### config.mk
export PLATFORM = sky130hd
export DESIGN_NAME = instr_fetch
export DESIGN_NICKNAME = d
export VERILOG_FILES = /design/src/rtl/instr_fetch.sv
export SDC_FILE = /design/constraint.sdc
export NUM_CORES = 1
export LEC_CHECK = 0
export ABC_AREA = 1
export CAP_MARGIN = 20
export CORE_ASPECT_RATIO = 1.4
export CORE_MARGIN = 3
export CORE_UTILIZATION = 40
export CTS_BUF_LIST = sky130_fd_sc_hd__clkbuf_4 sky130_fd_sc_hd__clkbuf_8 sky130_fd_sc_hd__clkbuf_16
export CTS_CLUSTER_DIAMETER = 40
export DETAILED_ROUTE_END_ITERATION = 12
export PLACE_DENSITY = 0.64
export SETUP_SLACK_MARGIN = 0.02
export SLEW_MARGIN = 10
export SYNTH_ARGS = -nofsm -noshare
export SYNTH_HDL_FRONTEND = slang
export SYNTH_SLANG_ARGS = --single-unit
### constraint.sdc
create_clock -name clk -period 2 [get_ports clk]
set_input_delay 0.4 -clock clk [delete_from_list [all_inputs] [get_ports clk]]
set_output_delay 0.4 -clock clk [all_outputs]
set_load 0.05 [all_outputs]
### src/rtl/instr_fetch.sv
// Instruction fetch stage: one outstanding imem request, B folded at fetch, HALT stops fetch,
// execute redirects flush the buffer and restart. Fetched words reach decode through a small FIFO.
module instr_fetch #(
    parameter int                ADDR_W   = 16,
    parameter logic [ADDR_W-1:0] RESET_PC = '0,
    parameter int                DEPTH    = 2
) (
    input  logic              clk,
    input  logic              rst_n,
    output logic              imem_req,
    output logic [ADDR_W-1:0] imem_addr,
    input  logic              imem_ack,
    input  logic [31:0]       imem_rdata,
    output logic              if_valid,
    output logic [31:0]       if_instr,
    output logic [ADDR_W-1:0] if_pc,
    input  logic              id_ready,
    input  logic              redirect_valid,
    input  logic [ADDR_W-1:0] redirect_pc,
    output logic              halted
);
    // state  | meaning
    // FETCH  | no request; raise one as soon as the FIFO has room
    // WAIT   | request outstanding (possibly one being squashed)
    // HALTED | HALT fetched; only a redirect or reset restarts fetching
    typedef enum logic [1:0] {FETCH, WAIT, HALTED} state_t;

    localparam int               PTR_W = (DEPTH > 1) ? $clog2(DEPTH) : 1;
    localparam int               CNT_W = PTR_W + 1;
    localparam logic [CNT_W-1:0] FULL  = CNT_W'(DEPTH);

    state_t            state, state_nxt;
    logic [ADDR_W-1:0] pc, pc_nxt, addr_nxt, br_tgt, imm_ext;
    logic              squash, squash_nxt, req_nxt, halted_nxt;
    logic              done, keep, push, pop, is_b, is_halt;
    logic [CNT_W-1:0]  count, count_nxt;
    logic [PTR_W-1:0]  rd_ptr, wr_ptr;
    logic [31:0]       fifo_instr [DEPTH];
    logic [ADDR_W-1:0] fifo_pc    [DEPTH];

    assign done    = imem_req & imem_ack;
    // A word returned on a redirect edge, or while squashing, is dropped undecoded.
    assign keep    = done & ~squash & ~redirect_valid;
    assign is_b    = (imem_rdata[31:25] == 7'b1100000);
    assign is_halt = (imem_rdata[31:30] == 2'b11) & imem_rdata[28] & ~imem_rdata[27];
    assign imm_ext = ADDR_W'($signed(imem_rdata[15:0]));
    assign br_tgt  = imem_addr + imm_ext;

    assign push      = keep;
    assign pop       = if_valid & id_ready & ~redirect_valid;
    assign count_nxt = redirect_valid ? '0 : count + CNT_W'(push) - CNT_W'(pop);

    assign if_valid = (count != '0);
    assign if_instr = fifo_instr[rd_ptr];
    assign if_pc    = fifo_pc[rd_ptr];

    always_ff @(posedge clk or negedge rst_n) begin
        if (!rst_n) begin
            state     <= FETCH;
            pc        <= RESET_PC;
            squash    <= 1'b0;
            imem_req  <= 1'b0;
            imem_addr <= '0;
            halted    <= 1'b0;
        end else begin
            state     <= state_nxt;
            pc        <= pc_nxt;
            squash    <= squash_nxt;
            imem_req  <= req_nxt;
            imem_addr <= addr_nxt;
            halted    <= halted_nxt;
        end
    end

    always_comb begin
        state_nxt = state;
        if (redirect_valid) begin
            // FIFO is empty after the flush, so a request always follows (or keeps waiting to squash).
            state_nxt = WAIT;
        end else begin
            case (state)
                FETCH:   if (count_nxt < FULL) state_nxt = WAIT;
                WAIT: begin
                    if (done) begin
                        if (keep && is_halt)        state_nxt = HALTED;
                        else if (count_nxt < FULL)  state_nxt = WAIT;
                        else                        state_nxt = FETCH;
                    end
                end
                HALTED:  state_nxt = HALTED;
                default: state_nxt = FETCH;
            endcase
        end
    end

    always_comb begin
        pc_nxt = pc;
        if (redirect_valid)
            pc_nxt = redirect_pc;
        else if (keep)
            pc_nxt = is_b ? br_tgt : imem_addr + ADDR_W'(1);
        squash_nxt = redirect_valid ? (imem_req & ~imem_ack) : (done ? 1'b0 : squash);
    end

    always_comb begin
        req_nxt    = (state_nxt == WAIT);
        addr_nxt   = (imem_req & ~imem_ack) ? imem_addr : pc_nxt;
        halted_nxt = (state_nxt == HALTED);
    end

    always_ff @(posedge clk or negedge rst_n) begin
        if (!rst_n) begin
            count  <= '0;
            rd_ptr <= '0;
            wr_ptr <= '0;
            for (int i = 0; i < DEPTH; i++) begin
                fifo_instr[i] <= '0;
                fifo_pc[i]    <= '0;
            end
        end else begin
            count <= count_nxt;
            if (redirect_valid) begin
                rd_ptr <= '0;
                wr_ptr <= '0;
            end else begin
                if (push) begin
                    fifo_instr[wr_ptr] <= imem_rdata;
                    fifo_pc[wr_ptr]    <= imem_addr;
                    wr_ptr             <= wr_ptr + PTR_W'(1);
                end
                if (pop)
                    rd_ptr <= rd_ptr + PTR_W'(1);
            end
        end
    end
endmodule

* Yosys cells after proc, flatten, opt, wreduce, memory -nomap -nowiden
Cells that the tools add are included.
** Cells by class
- Equal/unequal tests :: 6
- Add/sub/neg operators :: 6
- Muxes and demuxes :: 28
- Reduce and logical (&&, ||, !) cells :: 8
- Bitwise gates (word level) :: 14
- Magnitude comparators :: 4
** Operators with widths (count)
- 32-bit 2-to-1 mux :: 4
- 16-bit 2-to-1 mux :: 7
- 64-bit bitwise mux :: 1
- 32-bit bitwise mux :: 1
- 32-bit demux with 1-bit select :: 1
- 16-bit by 1-bit adder with 16-bit output, second input constant :: 1
- 16-bit adder :: 1
- 16-bit demux with 1-bit select :: 1
- 2-bit 2-to-1 mux :: 5
- 1-bit bitwise AND :: 8
- 2-bit nonzero test :: 4
- 7-bit equality test, second input constant :: 1
- 1-bit 2-to-1 mux :: 7
- 2-bit equality test, second input constant :: 3
- 2-bit one-hot mux with 3 select lines :: 1
- 2-bit by 1-bit equality test with 1-bit output, second input constant :: 2
- 2-bit >= comparator, second input constant :: 2
- 1-bit NOT :: 4
- 1-bit NOT with 2-bit output :: 2
- 1-bit adder, second input constant :: 2
- 2-bit by 1-bit adder with 2-bit output :: 1
- 1-bit logical AND :: 2
- 2-bit logical NOT :: 1
- 2-bit by 1-bit less-than comparator with 1-bit output, second input constant :: 1
- other kinds (3) :: 3
** Storage, ports and cells
- Input port bits :: 53
- Logic and storage cells :: 79
- Output and inout bits :: 67
- Flip-flop bits (word level) :: 137

* Depth between registers and ports, before layout
Gate-level depths: netlist (run 1).
- Word-level depth :: 13
- Gate-level depth with buffers :: 18
- Depth with buffers taken out :: 17

* Worst setup path after synthesis (run 1)
OpenSTA, ideal clock, no wires.
- Kind :: input -> register
- Start :: in imem_rdata[27]
- End :: reg imem_addr[4]
- Path slack :: -275 ps
- Data arrival time :: 2143 ps
- Stages on the path :: 15
- Library setup time :: 131 ps
- Buffers on the path :: 0
- Required time :: 1869 ps
- Path through :: inv_1 nand3_1 nor2_1 nand2_1 ha_1 fa_1 nand2_1 nand3_1 nand2_1 inv_1 or2_2 nand3_1 nand3_1 nand2_1 o21ai_0
** On the way
- Longest elaborated chain between the ends :: 4
** Ends and longest elaborated chain
- start, declared :: line 13 : input logic [31:0] imem_rdata,
- 7-bit equality test :: line 44 : assign is_b = (imem_rdata[31:25] == 7'b1100000);
- 16-bit 2-to-1 mux :: line 101 : pc_nxt = is_b ? br_tgt : imem_addr + ADDR_W'(1);
- 16-bit 2-to-1 mux :: line 100 : else if (keep)
- 16-bit 2-to-1 mux :: line 98 : if (redirect_valid)
- via pc_nxt[4] :: line 33 : logic [ADDR_W-1:0] pc, pc_nxt, addr_nxt, br_tgt, imm_ext;
- end signal, assigned :: line 70 : imem_addr <= addr_nxt;
- end, declared :: line 11 : output logic [ADDR_W-1:0] imem_addr,
The timed path passes the listed nets, and every way through them passes these cells.
A chain may end at the register's enable or synchronous reset.

* Worst setup path after layout (run 1)
- Start :: in imem_rdata[0]
- End :: reg imem_addr[4]
** On the way
- Longest elaborated chain between the ends :: 4
** Ends and longest elaborated chain
- 16-bit adder :: line 47 : assign br_tgt = imem_addr + imm_ext;
- 16-bit 2-to-1 mux :: line 101
- 16-bit 2-to-1 mux :: line 100
- 16-bit 2-to-1 mux :: line 98
- via pc_nxt[4] :: line 33
The timed path passes the listed nets, and every way through them passes these cells.

==> summary.md, run 1 <==
| Metric | Value |
|---|---|
| Status | `finished with violations` |
| Failing checks | `setup timing` |
| Syn nets | `980` |
| Non-Filler Instances | `1304` |
| Routed WL | `19580 um` |
| F_max | `490.6 MHz` |
| Worst Hold Class | `input port to register` |
| Cells after DPL | `1253` |
| Crit-path max FO | `4` |
| Power Dens Cells | `1181 mW/mm2` |
| Row count | `56` |
| Final ANT Viol Nets | `0` |
| Fillers | `1463` |
| Final WS setup | `-38.52 ps` |
| Post-route minimum period | `2039 ps` |
| RSZ-0062 raised after global routing | `yes` |
| Die W | `116.8 um` |
| CTS max path bufs | `2` |
| Vias in the first global route | `6064` |
| Worst path bufs/invs | `3` |
| Routed vias/inst | `4.837` |
| Drt first pass iters | `5` |
| CTS H-Tree Depth | `4` |
| Worst-path clk slew | `60 ps` |
| Vias | `6308` |
| Syn_area_per_cell | `7.568 um2` |
| Initial antenna violation count | `0` |
| Yosys warns | `0` |
| Worst-margin pin slew | `387.8 ps` |
| Worst hold slack | `252.7 ps` |
| First-pass GRT wire length | `30650 um` |
| Final Net Count | `1159` |
| Ys async rst share | `1.000` |
| CP endpoint kind | `register` |
| Final hold viol count | `0` |
| Maxcap violations | `0` |
| Core Area | `0.01682 mm2` |
| GR Overflow Total | `0` |
| Starting Density | `0.4091` |
| Wire per inst | `15.01 um` |
| Clock latency at the later pin of the worst-skew pair | `420 ps` |
| Worst Setup Path Type | `input port to register` |
| Clk sinks | `137` |
| CP top delay family | `simple AND/OR/NAND/NOR gates` |
| Slew Limit Fails | `0` |
| Leak | `5.269 nW` |
| Critical path required time | `2300 ps` |
| Layout cell share with drive strength beyond 1 | `0.2570` |
| Power, Total | `12.17 mW` |
| Post-DP Area | `0.009230 mm2` |
| Synth Cell Area | `0.006879 mm2` |
| Crit-path cells | `clkdlybuf4s50_1 -> inv_1 -> nand2_1 -> ha_2 -> fa_2 -> nand2_2 -> nand3_2 -> nand2_2 -> inv_4 -> or2_4 -> nand3_2 -> nand3_2 -> nand2_1 -> o21ai_1` |
| CTS tree | `done` |
| Clock skew | `10.88 ps` |
| Crit-path slowest cell | `clkdlybuf4s50_1` |
| Tot GR Track Use | `0.2079` |
| IO Port Bufs | `119` |
| Post-Synthesis Cells | `909` |
| Routability cong. | `0.9303` |
| Largest net degree at the start of global routing | `51` |
| TritonCTS buffer count | `17` |
| Period utilisation layout | `1.019` |
| Worst setup SP type | `input port` |
| Drt first-iter violations | `373` |
| Fin area | `0.01030 mm2` |
| Top-level port count | `120` |
| Multi-input logic area | `0.003244 mm2` |
| Main synth FF type | `dfrtp_1` |
| Critical path arrival | `2340 ps` |
| Most frequent CP cell | `nand3_2` |
| Number of synthesized flops with an enable pin | `0` |
| Maximum vdd drop | `0.6220 mV` |
| Dpl hpwl | `13580 um` |
| Area occupied by registers | `0.003431 mm2` |
| Die height | `161.2 um` |
| CP peak stage delay | `390 ps` |
| Netlist cell types | `28` |
| Diode count | `0` |
| Yosys reg bits | `137` |
| Max-slew headroom | `0.7411` |
| Clock root buffer | `clkbuf_16` |
| Layout area overhead | `49.74%` |
| Die area | `0.01883 mm2` |
| # DRC | `0` |
| Post-synthesis sequential area ratio | `0.4984` |
| Setup-failing EPs final | `2` |
## cells in the mapped netlist, types with 3 or more instances
| master | count | area [um2] |
|---|---|---|
| dfrtp_1 | 137 | 3428 |
| or2_2 | 4 | 25.02 |
| clkbuf_1 | 25 | 93.84 |
| nand3_1 | 32 | 160.2 |
| nand2_1 | 392 | 1471 |
| clkinv_1 | 4 | 15.01 |
| nand3b_1 | 5 | 37.54 |
| o21ai_0 | 82 | 410.4 |
| ha_1 | 17 | 212.7 |
| a21oi_1 | 11 | 55.05 |
| nand4_1 | 3 | 18.77 |
| o21ai_1 | 26 | 130.1 |
| buf_6 | 10 | 112.6 |
| nor3_1 | 3 | 15.01 |
| a22o_1 | 9 | 78.83 |
| inv_1 | 104 | 390.4 |
| nor2_1 | 31 | 116.4 |
## per-stage QoR
stage	setup TNS (ps)	worst slack, ps	utilization
2_1_floorplan	-671.2	-121.4	-
3_3_place_gp	-38200	-795.9	0.5489
3_5_place_dp	-40530	-868.3	0.5489
4_1_cts	0	21.69	0.5884
5_1_grt	-1129	-130.3	0.6126
6_report	-49.03	-38.52	0.6126
## state kept, by name, summed over array words and instances (netlist names)
name	cells
state	2
fifo_instr	64
pc	16
imem_req	1
wr_ptr	1
imem_addr	16
count	2
squash	1
fifo_pc	32
halted	1
rd_ptr	1
## kinds of logic (layout without fill, tap and decap cells)
logic type      Yosys count  in the layout  share of synthesized area
compound gates          129            129                    0.09985
xor+xnor                  2              2                   0.002547
flops                   137            137                     0.4984
fa+ha+maj                18             18                    0.03383
simple gates            475            475                     0.2734
buf+inv                 148            340                    0.09203
## worst min-delay path, cell delays in order
cell	delay [ps]
buf_6	100
inv_1	60
o21ai_1	60
## layout by cell type, fill, tap and decap left out, types with 7 or more instances in the layout
| cell | n |
|---|---|
| buf_12 | 59 |
| nand2_2 | 25 |
| ha_4 | 12 |
| o21ai_1 | 29 |
| nand2_1 | 368 |
| nor2_1 | 14 |
| clkdlybuf4s50_1 | 44 |
| buf_4 | 81 |
| nor2_2 | 9 |
| dfrtp_1 | 135 |
| a22o_1 | 9 |
| nand3_1 | 18 |
| buf_6 | 7 |
| inv_1 | 97 |
| inv_2 | 7 |
| clkbuf_16 | 17 |
| o21ai_0 | 79 |
| nor2_4 | 10 |
| nand3_2 | 13 |
## where the power goes
| part | switching (mW) | leakage [nW] | internal [mW] | total (mW) |
|---|---|---|---|---|
| sequential | 0.433 | 1.73 | 3.54 | 3.97 |
| combinational | 2.88 | 3.26 | 2.23 | 5.12 |
| clock | 1.29 | 0.281 | 1.79 | 3.08 |
## cell type report
cell class / instances / share of cell area
sequential: 137 / 0.3331
multi-input combinational: 624 / 0.3150
timing repair buffer: 197 / 0.2285
clock buffer: 19 / 0.04336
inverter: 110 / 0.04081
tap: 203 / 0.02466
clock inverter: 13 / 0.01312
timing repair inverter: 1 / 0.001579
## layer usage
metal | vias to the layer above | global-route usage | wire length [um]
li1 | 3185 | - | -
met1 | 2937 | 0.2622 | 8152
met2 | 148 | 0.3519 | 10100
met3 | 38 | 0.02961 | 616
met4 | 0 | 0.08868 | 707
met5 | - | 0 | 0
## path summary, 6_finish.rpt
kind	slack [ps]	cells after the start	to	start
setup / recovery	-40	14	imem_addr[4]	imem_rdata[0]
hold / removal	250	3	fifo_instr[58]	imem_rdata[26]
setup reg to reg	90	11	imem_addr[4]	imem_addr[0]
hold reg to reg	480	2	fifo_instr[23]	fifo_instr[23]
max in group asynchronous	910	3	fifo_instr[52]	rst_n
min in group asynchronous	440	2	fifo_instr[62]	rst_n
## what timing repair did
action | in CTS | in global routing
pin swaps | 6 | 21
buffers inserted | 8 | 10
gates resized for setup | 31 | 85
hold buffers | 1 | 0
endpoints found under the hold margin | 32 | 0
setup endpoints to repair | 29 | 34
gates cloned | 0 | 1
Power figures use the tool's default switching activity.
==> run 2: changes to the inputs <==
- DONT_BUFFER_PORTS: unset -> 1
- PLACE_DENSITY: 0.64 -> 0.54
==> summary.md, run 2 (synthesized netlist as in run 1, its figures left out) <==
| Metric | Value |
|---|---|
| Status | `finished with violations` |
| Failing checks | `hold timing` |
| Critical path required time | `1600 ps (-700 ps)` |
| Clock latency at the later pin of the worst-skew pair | `420 ps (about the same)` |
| First-pass GRT wire length | `29030 um (-5.3%)` |
| Core Area | `0.01682 mm2 (unchanged)` |
| Largest net degree at the start of global routing | `138 (+170%)` |
| Routed WL | `18440 um (-5.8%)` |
| Largest registers | `fifo_instr x64, fifo_pc x32` |
| Starting Density | `0.4091 (unchanged)` |
| Max-slew headroom | `0.6219 (-0.1192)` |
| Worst-margin pin slew | `567.2 ps (+179.4 ps)` |
| F_max | `528.5 MHz (+7.7%)` |
| Top-level port count | `120 (unchanged)` |
| Most flops, register | `fifo_instr` |
| Final ANT Viol Nets | `0 (unchanged)` |
| Worst-path clk slew | `60 ps (about the same)` |
| Power Dens Cells | `1292 mW/mm2 (+9.4%)` |
| Maxcap violations | `0 (unchanged)` |
| Worst Hold Class | `input port to asynchronous set/reset pin` |
| Tot GR Track Use | `0.1999 (-0.008040)` |
| Diode count | `0 (unchanged)` |
| Fillers | `1660 (+13%)` |
| Reg2reg setup slack | `140 ps (+50 ps)` |
| Routed vias/inst | `4.759 (-1.6%)` |
| Die height | `161.2 um (unchanged)` |
| Fin area | `0.008663 mm2 (-16%)` |
| Vias | `5754 (-8.8%)` |
| Critical path arrival | `1490 ps (-850 ps)` |
| # DRC | `0 (unchanged)` |
| Int Pwr | `7.020 mW (-7.2%)` |
| CTS tree | `done` |
| Drt first pass iters | `5 (unchanged)` |
| Slew Limit Fails | `0 (unchanged)` |
| Clk sinks | `137 (unchanged)` |
| Dpl hpwl | `12710 um (-6.4%)` |
| Setup-failing EPs final | `0 (-2)` |
| Vias in the first global route | `5541 (-8.6%)` |
| CTS H-Tree Depth | `4 (unchanged)` |
| Sequential share of power | `0.354 (+0.028)` |
| Routability cong. | `0.8930 (-4.0%)` |
| Clock skew | `6.538 ps (-4.340 ps)` |
| Sw Share | `0.3731 (-0.005415)` |
| Worst Setup Path Type | `register to output port` |
| Clock power share | `0.304 (+0.051)` |
| Wire per inst | `15.25 um (+1.6%)` |
| Leak | `4.714 nW (-11%)` |
| Initial antenna violation count | `0 (unchanged)` |
| Most frequent cells in the layout | `379 x nand2_1, 135 x dfrtp_1, 100 x inv_1` |
| Final hold viol count | `137 (+137)` |
| Layout area overhead | `25.94%` |
| Post-DP Area | `0.007855 mm2 (-15%)` |
| Clock root buffer | `clkbuf_16` |
| Switching power | `4.177 mW (-9.3%)` |
| IO Port Bufs | `0 (-100%)` |
| Die area | `0.01883 mm2 (unchanged)` |
| Crit-path max FO | `12 (+8)` |
| Comb power frac | `0.343 (-0.078)` |
| Worst R2R Path Depth | `11 (unchanged)` |
| CP endpoint kind | `output port` |
| Period utilisation layout | `0.9460 (-0.07326)` |
| Row count | `56 (unchanged)` |
| Layout cell share with drive strength beyond 1 | `0.1928 (-0.06420)` |
| Post-route minimum period | `1892 ps (-146.5 ps)` |
| Worst setup SP type | `register` |
| Finished Core Util | `0.5152 (-0.09739)` |
| Die W | `116.8 um (unchanged)` |
| TritonCTS buffer count | `17 (unchanged)` |
| Worst hold slack | `-322.1 ps (-574.8 ps)` |
| Reg2reg start | `imem_addr[0]` |
| Largest register FFs | `64 (unchanged)` |
| RR Endpoint | `imem_addr[4]` |
| Most common cell after layout, fill and taps aside | `nand2_1` |
| GR Overflow Total | `0 (unchanged)` |
| Final Net Count | `1064 (-8.2%)` |
| Maximum vdd drop | `0.6474 mV (+4.1%)` |
| Drt first-iter violations | `304 (-18%)` |
| CTS max path bufs | `2 (unchanged)` |
## run 2: cell count changes in the layout (fill, tap and decap cells not counted), moves of 6 or more
cell             delta
nor2_4              -6
buf_12             -51
nand3_2             -7
clkdlybuf4s50_1    -44
ha_1               +11
nand3_1             +8
ha_4                -9
nand2_2            -12
nand2_1            +11
buf_4              +10
## run 2: worst max-delay path by stage
stage | slack (ps) | cells past startpoint | end | startpoint
after floorplan | -120 | 15 | imem_addr[4] | imem_rdata[28]
after global placement | -370 | 17 | imem_addr[15] | imem_rdata[28]
after detailed placement | -400 | 17 | imem_addr[15] | imem_rdata[28]
after CTS | 40 | 17 | imem_addr[15] | imem_rdata[28]
after global routing | -1 | 17 | imem_addr[15] | imem_rdata[27]
final | 110 | 5 | if_instr[13] | rd_ptr
## run 2: layout make-up
class,instances,area (um2),area share
clock inverter,10,166.4,0.01921
multi-input combinational,624,3009,0.3473
tap,203,254.0,0.02932
sequential,137,3431,0.3960
timing repair buffer,103,902.1,0.1041
inverter,110,425.4,0.04910
clock buffer,22,475.5,0.05488
## run 2: power by group through the flow
| stage | Clock (mW) | Sequential [mW] | Combinational [mW] |
|---|---|---|---|
| final | 3.40 | 3.96 | 3.84 |
| after global routing | 3.59 | 4.05 | 4.20 |
| after CTS | 3.49 | 3.96 | 3.83 |
| after detailed placement | 0 | 3.99 | 3.82 |
| after global placement | 0 | 3.98 | 3.78 |
| after floorplan | 0 | 4.10 | 2.54 |
## run 2: layer usage
| layer | vias to the layer above | wire (um) | track usage |
|---|---|---|---|
| met5 | - | 0 | 0 |
| met4 | 0 | 272 | 0.05738 |
| met3 | 19 | 797 | 0.04948 |
| met2 | 124 | 9576 | 0.3444 |
| met1 | 2628 | 7792 | 0.2455 |
| li1 | 2983 | - | - |
## run 2: repair_timing
action,4_1_cts,5_1_grt
pin swaps,0,14
hold endpoints to repair,137,137
setup buffers,0,5
cloned,0,1
resized for setup,4,27
endpoints found under the setup margin,39,27
## run 2: critical path, cell delays in order (launching register included)
cell,delay [ps]
dfrtp_2,480
inv_8,110
buf_6,150
nand2_1,60
nand2_1,80
buf_4,200
## run 2: through the flow
step	TNS, ps	instances	worst slack, ps	power, mW
after floorplan	-671.2	909	-121.4	6.642
after global placement	-7051	1171	-365.6	7.760
after detailed placement	-7413	1171	-396.8	7.810
after CTS	0	1203	35.48	11.28
after global routing	-1.456	1209	-1.456	11.84
final	0	1209	108.0	11.20
==> run 3: changes to the inputs <==
- CAP_MARGIN: 20 -> unset
- CORE_MARGIN: 3 -> 2
==> summary.md, run 3 (synthesized netlist as in run 1, its figures left out) <==
| Metric | Value |
|---|---|
| Status | `finished with violations` |
| Failing checks | `hold timing` |
| Worst hold slack | `-326.6 ps (-4.534 ps)` |
| Post-route minimum period | `1912 ps (+20.06 ps)` |
| Reg2reg setup slack | `150 ps (about the same)` |
| Worst-path clk slew | `60 ps (about the same)` |
| Routability cong. | `0.8483 (-5.0%)` |
| Worst R2R Path Depth | `13 (+2)` |
| Vias in the first global route | `5845 (+5.5%)` |
| Worst Setup Path Type | `input port to register` |
| Levels on crit path | `15 (+10)` |
| Reg2reg start | `count[1]` |
| Sum Neg Setup Slack | `0 ps (unchanged)` |
| Clock skew | `8.214 ps (+1.676 ps)` |
| Final Net Count | `1067 (+0.28%)` |
| TritonCTS buffer count | `17 (unchanged)` |
| Clock root buffer | `clkbuf_16` |
| Largest register FFs | `64 (unchanged)` |
| CP top delay family | `simple AND/OR/NAND/NOR gates` |
| IO Port Bufs | `0 (unchanged)` |
| Final WS setup | `87.93 ps (-20.06 ps)` |
| Setup-failing EPs final | `0 (unchanged)` |
| Critical path arrival | `2210 ps (+720 ps)` |
| Critical path required time | `2300 ps (+700 ps)` |
| Largest net degree at the start of global routing | `138 (unchanged)` |
| Drt first-iter violations | `379 (+25%)` |
| RR Endpoint | `state[0]` |
| Period utilisation layout | `0.9560 (+0.01003)` |
| Drt first pass iters | `5 (unchanged)` |
| Routed WL | `19260 um (+4.4%)` |
| Die W | `114.8 um (-1.7%)` |
| Most frequent cells in the layout | `356 x nand2_1, 135 x dfrtp_1, 99 x inv_1` |
| Tot GR Track Use | `0.2126 (+0.01278)` |
| Fin area | `0.009415 mm2 (+8.7%)` |
| Layout cell share with drive strength beyond 1 | `0.2438 (+0.05096)` |
| Initial antenna violation count | `0 (unchanged)` |
| GR Overflow Total | `0 (unchanged)` |
| Post-DP Area | `0.008233 mm2 (+4.8%)` |
| Power Dens Cells | `1250 mW/mm2 (-3.3%)` |
| Worst path bufs/invs | `2 (-1)` |
| Crit-path max FO | `4 (-8)` |
| CP endpoint kind | `register` |
| CP peak stage delay | `330 ps (-150 ps)` |
| Slew Limit Fails | `0 (unchanged)` |
| Core Area | `0.01682 mm2 (unchanged)` |
| CTS tree | `done` |
| Maxcap violations | `0 (unchanged)` |
| Die height | `159.2 um (-1.2%)` |
| Final hold viol count | `137 (unchanged)` |
| Worst setup SP type | `input port` |
| Crit-path slowest cell | `fa_2` |
| Clk sinks | `137 (unchanged)` |
| Placement Setup Slack | `-436.4 ps (-39.57 ps)` |
| RSZ-0062 raised after global routing | `yes` |
| Non-Filler Instances | `1212 (+0.25%)` |
| Row count | `56 (unchanged)` |
| Power, Total | `11.77 mW (+5.1%)` |
| Crit-path cells | `clkinvlp_4 -> nand3_4 -> nor2_4 -> nand2_2 -> ha_4 -> fa_2 -> nand2_2 -> nand3_2 -> nand2_2 -> inv_4 -> or2_4 -> nand3_2 -> nand3_2 -> nand2_1 -> o21ai_1` |
| # DRC | `0 (unchanged)` |
| Top-level port count | `120 (unchanged)` |
| Finished Core Util | `0.5599 (+0.04472)` |
| Dpl hpwl | `12480 um (-1.8%)` |
| Vias | `5868 (+2.0%)` |
| Clock latency at the later pin of the worst-skew pair | `420 ps (about the same)` |
| Leak | `4.867 nW (+3.3%)` |
| Worst Hold Class | `input port to asynchronous set/reset pin` |
| Layout area overhead | `36.87%` |
| First-pass GRT wire length | `30230 um (+4.1%)` |
| Diode count | `0 (unchanged)` |
| Cells after DPL | `1168 (-0.26%)` |
| Largest registers | `fifo_instr x64, fifo_pc x32` |
| CTS H-Tree Depth | `4 (unchanged)` |
| Routed vias/inst | `4.842 (+1.7%)` |
| Final ANT Viol Nets | `0 (unchanged)` |
| Most flops, register | `fifo_instr` |
| Max-slew headroom | `0.5949 (-0.02695)` |
| CTS max path bufs | `2 (unchanged)` |
| Maximum vdd drop | `0.6291 mV (-2.8%)` |
| Worst-margin pin slew | `607.6 ps (+40.42 ps)` |
| Wire per inst | `15.89 um (+4.2%)` |
| Most common cell after layout, fill and taps aside | `nand2_1` |
| Die area | `0.01828 mm2 (-2.9%)` |
| Starting Density | `0.4091 (unchanged)` |
| F_max | `523.0 MHz (-1.0%)` |
[run 3: cell count changes in the layout (fill, tap and decap cells not counted), moves of 11 or more]
cell     delta
buf_12     +33
buf_4      -32
ha_1       -11
ha_4       +11
nand2_1    -23
nand2_2    +19
nor2_4     +13
[run 3: repair_timing]
action	CTS	global route
endpoints found under the setup margin	2	65
hold endpoints to repair	137	137
pin swaps	0	46
resized for setup	1	100
setup buffers	0	8
cloned	0	4
[run 3: worst max path at each step]
stage / from / endpoint / slack (ps)
floorplan: imem_rdata[28] / imem_addr[4] / -120
global placement: imem_rdata[27] / imem_addr[15] / -400
detailed placement: imem_rdata[27] / imem_addr[13] / -440
CTS: rd_ptr / if_pc[1] / 6
global route: imem_rdata[27] / imem_addr[15] / -60
finish: imem_rdata[27] / imem_addr[4] / 90
[run 3: cell type report]
cell class,instances,area [um2]
multi-input combinational,624,3354
timing repair inverter,1,8.758
tap,203,254.0
clock buffer,21,480.5
inverter,110,429.2
clock inverter,11,110.1
sequential,137,3431
timing repair buffer,105,1348
fill,1599,7401
[run 3: worst reg2reg max path: stages (launching register included)]
cell and delay, ps:
dfrtp_1 390, or2_4 240, nand2_2 80, nor2_1 50
ha_1 260, inv_1 100, ha_4 130, inv_2 30
or2_4 220, nand3_2 80, nand2_1 60, nand2_1 50
nand2_1 60, nand2_1 60
[run 3: power by group]
part / leakage (nW) / internal, mW / switching [mW] / total (mW)
clock: 0.289 / 1.87 / 1.29 / 3.16
sequential: 1.73 / 3.54 / 0.439 / 3.98
combinational: 2.85 / 1.89 / 2.74 / 4.64
total: 4.87 / 7.30 / 4.47 / 11.8
[run 3: routing by layer]
metal | GRT usage | routed length (um) | up-vias | share of wire
li1 | - | - | 2988 | -
met1 | 0.2675 | 8395 | 2748 | 0.44
met2 | 0.3653 | 9865 | 111 | 0.51
met3 | 0.04416 | 766 | 21 | 0.040
met4 | 0.06407 | 231 | 0 | 0.012
met5 | 0 | 0 | - | 0
==> variant, RTL diff (flow settings as in run 3) <==
The 3 states of `state_t` get a one-hot encoding in 3 bits.
--- a/src/rtl/instr_fetch.sv
+++ b/src/rtl/instr_fetch.sv
@@ -23,7 +23,7 @@
     // FETCH  | no request; raise one as soon as the FIFO has room
     // WAIT   | request outstanding (possibly one being squashed)
     // HALTED | HALT fetched; only a redirect or reset restarts fetching
-    typedef enum logic [1:0] {FETCH, WAIT, HALTED} state_t;
+    typedef enum logic [2:0] {FETCH = 3'b001, WAIT = 3'b010, HALTED = 3'b100} state_t;
 
     localparam int               PTR_W = (DEPTH > 1) ? $clog2(DEPTH) : 1;
     localparam int               CNT_W = PTR_W + 1;
Function: same outputs for any inputs over 4 cycles, from zero or initial values and one cycle with rst_n low; so few cycles prove little.
==> variant against run 3 <==
The flow still finishes with violations (hold timing). Wire length decreased by 3.1%. Design area decreased by 3.8%. Total power rose by 29%. Area after synthesis rose by 0.75%. Sequential cell count is 1 higher. Hold slack better by 0.0062 ns. Combinational power is 56% higher. Worst setup slack improved by 0.0027 ns.
==> variant: results <==
set metrics [dict create \
    grt.total_usage_pct 21.1 \
    ys_seq_area_share_pct 49.8 \
    syn_nets 986 \
    path_max_fanout 18 \
    cpPeakStageDelay_ns 0.44 \
    drt_iter0_markers 337 \
    cp_top_family "buffers and inverters" \
    placed_cells 1212 \
    grt_pass1_vias 5763 \
    top_regs "fifo_instr (64), fifo_pc (32)" \
    layout-drive-gt1-share_pct 21.5 \
    drt_wl_total_um 18700 \
    vdd_ir_drop_max_uv 1050 \
    cp.arrival_ns 1.51 \
    grt_pass1_wl_um 29900 \
    switching_share_pct 43.4 \
    clockBufferDepth 2 \
    ys_types 30 \
    gp_congestion 0.828 \
    cp-startpoint "rd_ptr$_DFFE_PN0P_" \
    rr_startpoint "imem_addr[0]$_DFFE_PN0N_" \
    status "finished, violations left" \
    finalHoldViolations 138 \
    cts_made_buffers 17 \
    hpwl_um 12800 \
    io_buffers 0 \
    p_leak_nw 4.79 \
    violations "hold timing" \
    drt-pass1-iter-count 4 \
    cts_hold_buf 1 \
    hold_class "in2async" \
    slowest_stage "dfrtp_2" \
    routed_via_density 4.70 \
    antenna_found_initial 1 \
    clockRootBuffer "clkbuf_16" \
    async_flop_share_pct 100 \
    final_nets 1079 \
    finalMaxSlewViolations 0 \
    skew_ns 0.00540 \
    avgSynthCellArea_um2 7.57 \
    relSlewSlack_pct 58.6 \
    hold_slack_ns -0.320 \
    vias 5893 \
    yosys-top-cells-count "nand2_1 (388), dfrtp_1 (137), inv_1 (105), o21ai_0 (59), o21ai_1 (51)" \
    grt_max_degree 139 \
    synth_area_leaders "dfrtp_1 (49%), nand2_1 (21%), inv_1 (5.7%), o21ai_0 (4.3%), o21ai_1 (3.7%)" \
    h-tree-depth 4 \
    worst-r2r-setup-slack_ns 0.14 \
]
==> variant: path summary, 6_finish.rpt <==
path,to,depth (start not counted)
max in group asynchronous,rd_ptr$_DFFE_PN0P_,0
max reg2reg,imem_addr[10]$_DFFE_PN0N_,12
min,imem_addr[10]$_DFFE_PN0N_,0
max,if_pc[0],5
min reg2reg,pc[3]$_DFF_PN0_,2
min in group clk,count[0]$_DFF_PN0_,1
==> variant: cell families (layout without fill, tap and decap cells) <==
| family | after synthesis | in the layout | share of synthesized area (%) |
|---|---|---|---|
| simple gates | 473 | 473 | 27.1 |
| buf+inv | 151 | 257 | 9.17 |
| flops | 138 | 138 | 49.8 |
| compound gates | 134 | 134 | 10.4 |
| fa+ha+maj | 18 | 18 | 3.36 |
| xor+xnor | 1 | 1 | 0.126 |
| other cells | 0 | 1 | 0 |
==> variant: cell type report <==
cell class                      instances  area, µm²
Sequential cell                       138       3460
Inverter                              113        434
Fill cell                            1652       7830
Tap cell                              232        290
Clock inverter                          9        135
Antenna cell                            1       2.50
Clock buffer                           23        495
Timing Repair inverter                  1       6.26
Timing Repair Buffer                  111       1060
Multi-Input combinational cell        626       3170
==> variant: metal layers <==
metal	part of all wire (%)	vias to the layer above	GRT usage, %
met5	0	-	0
met4	2.3	0	7.83
met3	3.7	23	4.86
met2	51	108	36.2
met1	43	2729	25.7
li1	-	3033	-
==> variant: power groups by stage <==
stage                     clock, W  sequential (W)  combinational (W)
after global placement           0         0.00460            0.00687
after CTS                  0.00339         0.00460            0.00715
after global routing       0.00351         0.00476            0.00788
final                      0.00333         0.00462            0.00725
after floorplan                  0         0.00499            0.00430
after detailed placement         0         0.00463            0.00693
==> variant: through the flow <==
| step | setup TNS, ns | setup slack, ns | total power (W) | cell area [µm²] |
|---|---|---|---|---|
| 4_1_cts | 0 | 0.0309 | 0.0151 | 8750 |
| 5_1_grt | -0.119 | -0.0423 | 0.0162 | 9060 |
| 2_1_floorplan | -0.613 | -0.118 | 0.00930 | 7030 |
| 3_3_place_gp | -6.72 | -0.400 | 0.0115 | 8000 |
| 6_report | 0 | 0.0906 | 0.0152 | 9060 |
| 3_5_place_dp | -7.00 | -0.416 | 0.0116 | 8000 |
==> variant: repair_timing <==
| item | CTS | global route |
|---|---|---|
| gates resized for setup | 21 | 59 |
| hold endpoints to repair | 139 | 138 |
| pin swaps | 1 | 29 |
| buffers inserted | 1 | 6 |
| gates cloned | 1 | 1 |
| endpoints found under the setup margin | 44 | 16 |
